`config.mk`:
```
export PLATFORM = sky130hd
export DESIGN_NAME = fetch_unit
export DESIGN_NICKNAME = d
export VERILOG_FILES = /design/src/rtl/mips_pkg.sv /design/src/rtl/fetch_fifo.sv /design/src/rtl/fetch_unit.sv
export SDC_FILE = /design/constraint.sdc
export NUM_CORES = 1
export LEC_CHECK = 0
export CORE_MARGIN = 4
export CORE_UTILIZATION = 53
export CTS_CLUSTER_SIZE = 16
export DETAILED_ROUTE_END_ITERATION = 10
export PLACE_DENSITY = 0.85
export SLEW_MARGIN = 10
export SYNTH_ARGS = -nofsm -noshare
export SYNTH_HDL_FRONTEND = slang
export SYNTH_HIERARCHICAL = 1
export SYNTH_SLANG_ARGS = --single-unit
export TNS_END_PERCENT = 1
```
`constraint.sdc`:
```
create_clock -name clk -period 9.35 [get_ports clk]
set_input_delay 1.4025 -clock clk [delete_from_list [all_inputs] [get_ports clk]]
set_output_delay 1.4025 -clock clk [all_outputs]
set_load 0.02 [all_outputs]
```
`src/rtl/mips_pkg.sv`:
```
// Shared MIPS constants, the fetch buffer entry layout and the J-type target helpers.
package mips_pkg;

  localparam int          INSTR_W          = 32;
  localparam logic [31:0] RESET_PC_DEFAULT = 32'h0000_0000;
  localparam logic [5:0]  OP_J             = 6'b000010;

  typedef struct packed {
    logic [INSTR_W-1:0] instr;
    logic [31:0]        pc_plus4;
  } fetch_entry_t;

  function automatic logic is_jump(input logic [INSTR_W-1:0] instr);
    return instr[31:26] == OP_J;
  endfunction

  // J targets keep the top nibble of the delay-slot address, not of the jump itself.
  function automatic logic [31:0] jump_target(input logic [31:0]        pc_plus4,
                                              input logic [INSTR_W-1:0] instr);
    return {pc_plus4[31:28], instr[25:0], 2'b00};
  endfunction

endpackage

```
`src/rtl/fetch_fifo.sv`:
```
// Synchronous FIFO for fetched instructions; flush empties it in one cycle.
module fetch_fifo #(
  parameter int WIDTH = 64,
  parameter int DEPTH = 2
) (
  input  logic                   clk,
  input  logic                   rst,
  input  logic                   push,
  input  logic                   pop,
  input  logic                   flush,
  input  logic [WIDTH-1:0]       wdata,
  output logic [WIDTH-1:0]       rdata,
  output logic [$clog2(DEPTH):0] count
);

  localparam int PTR_W = $clog2(DEPTH);
  localparam int CNT_W = PTR_W + 1;

  logic [WIDTH-1:0] mem [DEPTH];
  logic [PTR_W-1:0] wr_ptr;
  logic [PTR_W-1:0] rd_ptr;
  logic             do_push;
  logic             do_pop;

  // A pop frees the slot the push needs, so full plus pop still accepts data.
  assign do_pop  = pop && (count != '0);
  assign do_push = push && ((count != CNT_W'(DEPTH)) || do_pop);

  always_ff @(posedge clk) begin
    if (do_push && !flush)
      mem[wr_ptr] <= wdata;
  end

  always_ff @(posedge clk) begin
    if (rst || flush) begin
      wr_ptr <= '0;
      rd_ptr <= '0;
      count  <= '0;
    end else begin
      if (do_push)
        wr_ptr <= wr_ptr + PTR_W'(1);
      if (do_pop)
        rd_ptr <= rd_ptr + PTR_W'(1);
      case ({do_push, do_pop})
        2'b10:   count <= count + CNT_W'(1);
        2'b01:   count <= count - CNT_W'(1);
        default: count <= count;
      endcase
    end
  end

  assign rdata = (count == '0) ? '0 : mem[rd_ptr];

endmodule

```
`src/rtl/fetch_unit.sv`:
```
// Instruction fetch: single outstanding imem read, epoch-tagged redirects, decoupling buffer.
// Define FETCH_JPREDECODE_EN to let fetched J instructions steer the fetch PC directly.
module fetch_unit
  import mips_pkg::*;
#(
  parameter logic [31:0] RESET_PC   = RESET_PC_DEFAULT,
  parameter int          FIFO_DEPTH = 2
) (
  input  logic               clk,
  input  logic               rst,
  output logic               imem_req,
  output logic [31:0]        imem_addr,
  input  logic               imem_ack,
  input  logic [INSTR_W-1:0] imem_rdata,
  input  logic               redirect_valid,
  input  logic [31:0]        redirect_pc,
  output logic               id_valid,
  input  logic               id_ready,
  output logic [INSTR_W-1:0] id_instr,
  output logic [31:0]        id_pc_plus4
);

  localparam int CNT_W = $clog2(FIFO_DEPTH) + 1;

  logic [31:0]      pc;
  logic [31:0]      req_addr;
  logic             outstanding;
  logic             epoch;
  logic             req_epoch;
  logic [CNT_W-1:0] fifo_count;
  logic             issue;
  logic             ack_valid;
  logic             push;
  logic             pop;
  fetch_entry_t     push_entry;
  fetch_entry_t     head;
  logic [1:0]       unused_redirect_lsbs;

  assign unused_redirect_lsbs = redirect_pc[1:0];

  // A new request only starts from idle, so the address never changes under a live request.
  assign issue     = !rst && !outstanding && !redirect_valid
                     && (fifo_count < CNT_W'(FIFO_DEPTH));
  assign ack_valid = !rst && outstanding && imem_ack;
  assign push      = ack_valid && (req_epoch == epoch) && !redirect_valid;
  assign pop       = id_valid && id_ready && !redirect_valid;

  assign imem_req  = !rst && (outstanding || issue);
  assign imem_addr = outstanding ? req_addr : pc;

  assign push_entry.instr    = imem_rdata;
  assign push_entry.pc_plus4 = req_addr + 32'd4;

  fetch_fifo #(
    .WIDTH ($bits(fetch_entry_t)),
    .DEPTH (FIFO_DEPTH)
  ) u_fifo (
    .clk   (clk),
    .rst   (rst),
    .push  (push),
    .pop   (pop),
    .flush (redirect_valid),
    .wdata (push_entry),
    .rdata (head),
    .count (fifo_count)
  );

  assign id_valid    = (fifo_count != '0);
  assign id_instr    = head.instr;
  assign id_pc_plus4 = head.pc_plus4;

  // A redirect leaves any in-flight request on the bus; the epoch flip marks its data stale.
  always_ff @(posedge clk) begin
    if (rst) begin
      pc          <= {RESET_PC[31:2], 2'b00};
      req_addr    <= '0;
      outstanding <= 1'b0;
      epoch       <= 1'b0;
      req_epoch   <= 1'b0;
    end else begin
      if (ack_valid)
        outstanding <= 1'b0;
      if (redirect_valid) begin
        epoch <= ~epoch;
        pc    <= {redirect_pc[31:2], 2'b00};
      end else if (issue) begin
        outstanding <= 1'b1;
        req_addr    <= pc;
        req_epoch   <= epoch;
        pc          <= pc + 32'd4;
      end
`ifdef FETCH_JPREDECODE_EN
      else if (push && is_jump(imem_rdata)) begin
        pc <= jump_target(req_addr + 32'd4, imem_rdata);
      end
`endif
    end
  end

endmodule

```
==> results of run 1 <==
## cells in the final DEF (no fill, tap or decap), types with 3 or more instances in the layout
cell                              Yosys  routed
sky130_fd_sc_hd__conb_1               1       6
sky130_fd_sc_hd__xnor2_1             26      26
sky130_fd_sc_hd__o211ai_1            11      11
sky130_fd_sc_hd__xor2_1               7       7
sky130_fd_sc_hd__inv_1                7       7
sky130_fd_sc_hd__o21ai_0              8       8
sky130_fd_sc_hd__nand4_1             24      24
sky130_fd_sc_hd__a311oi_1             4       4
sky130_fd_sc_hd__or4_1                9       9
sky130_fd_sc_hd__or3_1               13      13
sky130_fd_sc_hd__clkbuf_16            0      17
sky130_fd_sc_hd__edfxtp_1           128     128
sky130_fd_sc_hd__o311ai_0             6       6
sky130_fd_sc_hd__a31oi_1             15      15
sky130_fd_sc_hd__nor3_1              10       9
sky130_fd_sc_hd__and3_1              14      14
sky130_fd_sc_hd__dfxtp_1             68      67
sky130_fd_sc_hd__nor3b_1              5       4
sky130_fd_sc_hd__a21oi_1             40      40
sky130_fd_sc_hd__inv_6                0       6
sky130_fd_sc_hd__mux2_2              30      30
sky130_fd_sc_hd__nand3_1             27      27
sky130_fd_sc_hd__or2_2                3       3
sky130_fd_sc_hd__nor4_1               6       5
sky130_fd_sc_hd__and4_1               9       9
sky130_fd_sc_hd__mux2i_1             66      66
sky130_fd_sc_hd__buf_4                8       7
sky130_fd_sc_hd__and2_1               3       3
sky130_fd_sc_hd__nand2_1            112     112
sky130_fd_sc_hd__nor2b_1              3       3
sky130_fd_sc_hd__clkdlybuf4s50_1      0     160
sky130_fd_sc_hd__inv_8                0       6
sky130_fd_sc_hd__nor2_1              85      85
## final cells by class
| cell class | count | area (um^2) |
|---|---|---|
| multi-input cells | 566 | 3580 |
| well taps | 220 | 275 |
| clock inverters | 15 | 161 |
| clock buffers | 17 | 425 |
| flip-flops and latches | 196 | 5210 |
| repair buffers | 169 | 1660 |
| fillers | 1223 | 5290 |
| inverters | 9 | 33.8 |
## registers in the layout (all words and copies together), names as in the netlist, named ones only
name,cells
epoch,1
u_fifo/wr_ptr,1
u_fifo/count,2
outstanding,1
u_fifo/rd_ptr,1
u_fifo/mem,128
pc,30
req_epoch,1
req_addr,30
## path summary, 6_finish.rpt
kind         slack [ns]         from           endpoint  depth (start not counted)
max reg2reg        5.99  outstanding  u_fifo/mem[1][61]                          6
min reg2reg        0.48    req_epoch          req_epoch                          2
min                0.48    req_epoch          req_epoch                          2
max                5.16          rst           imem_req                          4
## metal layers
layer	part of all wire [%]	track usage [%]
met1	44	28.6
met2	47	33.5
met3	7.0	4.04
met4	2.0	7.44
met5	0	0
## critical path: cells and delay by family
| family | cells | cell delay, ns |
|---|---|---|
| simple gates | 1 | 0.11 |
| buf+inv | 3 | 1.23 |
## power by group through the flow
stage / Combinational (mW) / Clock [mW] / Sequential [mW]
3_5_place_dp: 0.132 / 0 / 0.973
5_1_grt: 0.143 / 0.767 / 0.957
4_1_cts: 0.133 / 0.726 / 0.953
3_3_place_gp: 0.131 / 0 / 0.972
2_1_floorplan: 0.0724 / 0 / 0.964
6_report: 0.133 / 0.714 / 0.954
## cell families after synthesis
group	Yosys count	synth area share, %
compound gates	98	7.07
xor+xnor	33	3.21
fa+ha+maj	2	0.278
buf+inv	60	2.97
flops	196	57.7
mux	96	11.1
other cells	1	0.0416
simple gates	331	17.6
==> run_results.csv, run 1 <==
group,metric,value,unit
synthesis,synth-main-ff-cell,"sky130_fd_sc_hd__edfxtp_1",
floorplanning,core-area,16600,um^2
synthesis,synthDistinctLibCells,51,
timing,final.min_clock_period,4.19,ns
clocking,cts_post_setup_buffers_inserted,0,
power_and_ir_drop,total_switching_power,440,uW
power_and_ir_drop,ir_drop,126,uV
synthesis,ys_seq_elements,196,
clocking,post_cts_hold_buffer_count,0,
timing,finalHoldViolCount,0,
clocking,tritoncts,"yes",
cells_and_area,fraction_of_final_layout_cells_sized_beyond_drive_strength_1,8.64,%
detailed_routing,totalWireLength,20200,um
run_status,status,"finished, final reports clean",
clocking,clock_latency,0.43,ns
critical_path,worst-setup-path-type,"primary input to primary output",
placement,placement.io_buffers,162,
global_route,grt_usage,20.9,%
placement,pre_cts_ws,5.08,ns
timing,max_slew_margin,24.0,%
synthesis,synth_common_cells,"128 x sky130_fd_sc_hd__edfxtp_1, 112 x sky130_fd_sc_hd__nand2_1, 85 x sky130_fd_sc_hd__nor2_1",
timing,fmax,239,MHz
global_route,wire_length_of_the_first_global_routing_pass,32600,um
timing,worst_slew_pin_slew,1.14,ns
cells_and_area,final_core_utilization,68.2,%
cells_and_area,layoutNonFillerInstCount,1192,
synthesis,synthTopCellsByArea,"sky130_fd_sc_hd__edfxtp_1 43%, sky130_fd_sc_hd__dfxtp_1 15%, sky130_fd_sc_hd__mux2i_1 7.3%",
critical_path,timing.critical_path.required,7.95,ns
run,max_cap_violations,0,
power_and_ir_drop,power-per-cell-area,159,nW/um^2
detailed_routing,drt_antenna_net_count,0,
timing,timing.hold.ws,0.478,ns
clocking,h-tree-depth,4,
clocking,clkTransAtPathRegs,0.07,ns
timing,timing_max_transition_violations_final,0,
global_route,grt_pass1_vias,6332,
floorplanning,initial_utilization,54.2,%
critical_path,crit_path_top_delay_cell,"sky130_fd_sc_hd__buf_4",
clocking,total_number_of_clock_tree_sinks,196,
critical_path,worst_path_max_stage_delay,0.59,ns
timing,finClkSkew,0.00812,ns
critical_path,startpoint_type,"primary input",
synthesis,mappedNetlistArea,9010,um^2
detailed_routing,route.detailed.drc,0,
detailed_routing,dr_total_vias,6751,
critical_path,worst_setup_path_end_kind,"primary output",
placement,finalWeightedCongestion,0.876,
power_and_ir_drop,power.switching_fraction,24.5,%
critical_path,worst_path_arrival_time,2.78,ns
synthesis,post-synth-top-area-fraction,42.6,%
timing,final.setup.tns,0,ns
detailed_routing,dr_wl_cell,16.9,um
power_and_ir_drop,p_clk_share,39.6,%
power_and_ir_drop,internal_power,1.36,mW
detailed_routing,viasPerCell,5.66,
synthesis,seq_area_frac_synth,57.7,%
synthesis,synth_most_common_cell,"sky130_fd_sc_hd__edfxtp_1",
power_and_ir_drop,leakage,3.63,nW
synthesis,postSynth.asyncResetShare,0,%
timing,rsz_0062_raised_after_global_routing,"false",
timing,timing.final.ws_setup,5.16,ns
clocking,root_cell_of_the_clock_tree,"sky130_fd_sc_hd__clkbuf_16",
timing,setup_viol_count_final,0,
power_and_ir_drop,design_power_total,1.80,mW
clocking,cts_buffer_depth,2,
cells_and_area,final_nets,1030,
detailed_routing,drt-initial-drc-count,461,
cells_and_area,design_area,11300,um^2
synthesis,number_of_flops_mapped_to_enable_cells_by_yosys,128,
synthesis,netlist_instances,817,
power_and_ir_drop,power.share.sequential,53.0,%
global_route,grt_start_max_net_pins,76,
synthesis,synth-warning-count,6,
cells_and_area,flow.area_growth_from_synthesis,25.9,%
floorplanning,num_rows,47,
global_route,grt_antenna_before_repair,0,
cells_and_area,antenna_cells,0,
clocking,numCtsBuffers,17,
floorplanning,die_y,138,um
floorplanning,die_area,19200,um^2
critical_path,crit_path_cell_trace,"buf_2 > buf_4 > nor2_1 > clkdlybuf4s50_1",
clocking,cts.repair.resized,0,
synthesis,synth_largest_area_cell,"sky130_fd_sc_hd__edfxtp_1",
placement,dp_hpwl,13500,um
placement,postPlaceCellArea,10800,um^2
detailed_routing,first_pass_iters,6,
floorplanning,die_x,138,um
power_and_ir_drop,power_frac_comb,7.4,%
critical_path,critical_path_peak_fanout,75,
placement,place.detailed.instances,1160,
timing,timing.final.crit_share,44.8,%
synthesis,mapped_avg_cell_area,11.0,um^2
floorplanning,boundaryPins,167,
global_route,globalRouteOverflowTotal,0,
min_path,hold_class,"flip-flop to flip-flop",
Power figures use the tool's default switching activity.
==> inputs of run 2 (changes only) <==
==> constraint.sdc (replaced) <==
create_clock -name clk -period 4.25 [get_ports clk]
set_input_delay 0.6375 -clock clk [delete_from_list [all_inputs] [get_ports clk]]
set_output_delay 0.6375 -clock clk [all_outputs]
set_load 0.02 [all_outputs]
==> run 2 against run 1 <==
Net effect: setup slack worse by 4.1 ns; routed wire length increased by 1.2%; global-route usage is 0.072 points higher; cell count is 0.42% higher; hold slack lost 0.0088 ns; clock power increased by 120%; die area unchanged.
==> run_results.csv, run 2 (same netlist as run 1, synthesis figures left out) <==
group,metric,value,unit
power_and_ir_drop,internal_power,3.04,mW
timing,final.min_clock_period,3.24,ns
floorplanning,core-area,16600,um^2
global_route,wire_length_of_the_first_global_routing_pass,32500,um
cells_and_area,final_nets,1035,
timing,setup_viol_count_final,0,
global_route,grt_antenna_before_repair,0,
global_route,grt_start_max_net_pins,65,
cells_and_area,layout_commonest_cell,"sky130_fd_sc_hd__clkdlybuf4s50_1",
cells_and_area,final_core_utilization,68.6,%
cells_and_area,regArea,5210,um^2
power_and_ir_drop,p_clk_share,39.5,%
cells_and_area,flip_flop_count_of_the_largest_register_all_copies_and_words_added,128,
timing,timing.final.crit_share,76.1,%
placement,finalWeightedCongestion,0.888,
clocking,post_cts_hold_buffer_count,0,
floorplanning,die_x,138,um
power_and_ir_drop,power.switching_fraction,23.3,%
power_and_ir_drop,power.share.sequential,53.0,%
detailed_routing,first_pass_iters,6,
detailed_routing,drt_antenna_net_count,0,
power_and_ir_drop,total_switching_power,923,uW
detailed_routing,totalWireLength,20400,um
critical_path,worst_setup_path_end_kind,"primary output",
cells_and_area,flow.area_growth_from_synthesis,26.7,%
timing,timing_max_transition_violations_final,0,
clocking,numCtsBuffers,17,
power_and_ir_drop,leakage,3.65,nW
clocking,cts_buffer_depth,2,
cells_and_area,antenna_cells,0,
power_and_ir_drop,power-per-cell-area,347,nW/um^2
timing,timing.final.ws_setup,1.01,ns
min_path,hold_class,"flip-flop to flip-flop",
clocking,clock_latency,0.43,ns
placement,pre_cts_ws,1.22,ns
cells_and_area,fillerInstances,1275,
floorplanning,num_rows,47,
critical_path,timing.critical_path.required,3.61,ns
critical_path,startpoint_type,"flip-flop",
run,max_cap_violations,0,
cells_and_area,fraction_of_final_layout_cells_sized_beyond_drive_strength_1,9.11,%
power_and_ir_drop,design_power_total,3.96,mW
timing,fmax,309,MHz
detailed_routing,viasPerCell,5.61,
floorplanning,initial_utilization,54.2,%
floorplanning,die_y,138,um
global_route,globalRouteOverflowTotal,0,
clocking,cts_post_setup_buffers_inserted,0,
placement,postPlaceCellArea,10800,um^2
clocking,total_number_of_clock_tree_sinks,196,
placement,dp_hpwl,13900,um
cells_and_area,design_area,11400,um^2
clocking,clkTransAtPathRegs,0.07,ns
floorplanning,die_area,19200,um^2
global_route,grt_pass1_vias,6358,
critical_path,worst_path_arrival_time,2.60,ns
run_status,status,"finished, final reports clean",
cells_and_area,mostFrequentLayoutCells,"160 x sky130_fd_sc_hd__clkdlybuf4s50_1, 128 x sky130_fd_sc_hd__edfxtp_1, 112 x sky130_fd_sc_hd__nand2_1",
floorplanning,boundaryPins,167,
global_route,grt_usage,21.0,%
detailed_routing,dr_wl_cell,17.0,um
critical_path,worst-setup-path-type,"flip-flop to primary output",
timing,worst_slew_pin_slew,0.958,ns
cells_and_area,regMostFlops,"u_fifo/mem",
clocking,cts.repair.resized,0,
timing,finClkSkew,0.00701,ns
detailed_routing,dr_total_vias,6715,
timing,finalHoldViolCount,0,
detailed_routing,route.detailed.drc,0,
placement,placement.io_buffers,162,
cells_and_area,layout_top_registers,"u_fifo/mem x128, pc x30, req_addr x30",
cells_and_area,multiInputGateArea,3590,um^2
power_and_ir_drop,power_frac_comb,7.5,%
power_and_ir_drop,ir_drop,303,uV
clocking,h-tree-depth,4,
timing,max_slew_margin,35.6,%
detailed_routing,drt-initial-drc-count,513,
critical_path,critical_path_peak_fanout,49,
clocking,tritoncts,"yes",
clocking,root_cell_of_the_clock_tree,"sky130_fd_sc_hd__clkbuf_16",
timing,rsz_0062_raised_after_global_routing,"false",
## run 2: cell count changes in the layout (fill, tap and decap cells not counted), sizes merged
| cell | change |
|---|---|
| clkinv | -2 |
| inv | -2 |
| buf | +5 |
| clkinvlp | +3 |
| bufinv | +1 |
## run 2: metal layers
layer	GRT usage (%)	routed length, um
met5	0	0
met2	35.0	9940
met1	28.3	8760
met4	6.03	261
met3	3.66	1440
## run 2: final timing paths
check / startpoint / slack, ns / endpoint / depth (start not counted)
min reg2reg: req_epoch / 0.47 / req_epoch / 2
max reg2reg: outstanding / 1.44 / pc[24] / 5
min: req_epoch / 0.47 / req_epoch / 2
max: flip-flop / 1.01 / id_instr[11] / 4
## run 2: stage by stage
step           TNS, ns  hold WS, ns  std cells
2_1_floorplan   -42.59        0.448        822
3_3_place_gp         0        0.454       1165
3_5_place_dp         0        0.466       1165
4_1_cts              0        0.476       1197
5_1_grt              0        0.512       1197
6_report             0        0.469       1197
## run 2: final cells by class
class                           count  area share (%)
Sequential cell                   196            45.6
Multi-Input combinational cell    566            31.5
Timing Repair Buffer              174            15.1
Clock buffer                       17            3.72
Tap cell                          220            2.41
Clock inverter                     15            1.39
Inverter                            9           0.296
## run 2: critical path, cell delays in order (launching register included)
cell                              delay (ns)
sky130_fd_sc_hd__dfxtp_4                0.88
sky130_fd_sc_hd__buf_4                  0.36
sky130_fd_sc_hd__mux2i_1                0.25
sky130_fd_sc_hd__nor2_1                 0.06
sky130_fd_sc_hd__clkdlybuf4s50_1        0.56
## run 2: power groups by stage
| stage | clock network, mW | registers (mW) | logic [mW] |
|---|---|---|---|
| floorplan | 0 | 2.12 | 0.159 |
| global placement | 0 | 2.14 | 0.292 |
| detailed placement | 0 | 2.14 | 0.296 |
| CTS | 1.60 | 2.10 | 0.298 |
| global route | 1.68 | 2.10 | 0.321 |
| finish | 1.56 | 2.10 | 0.297 |
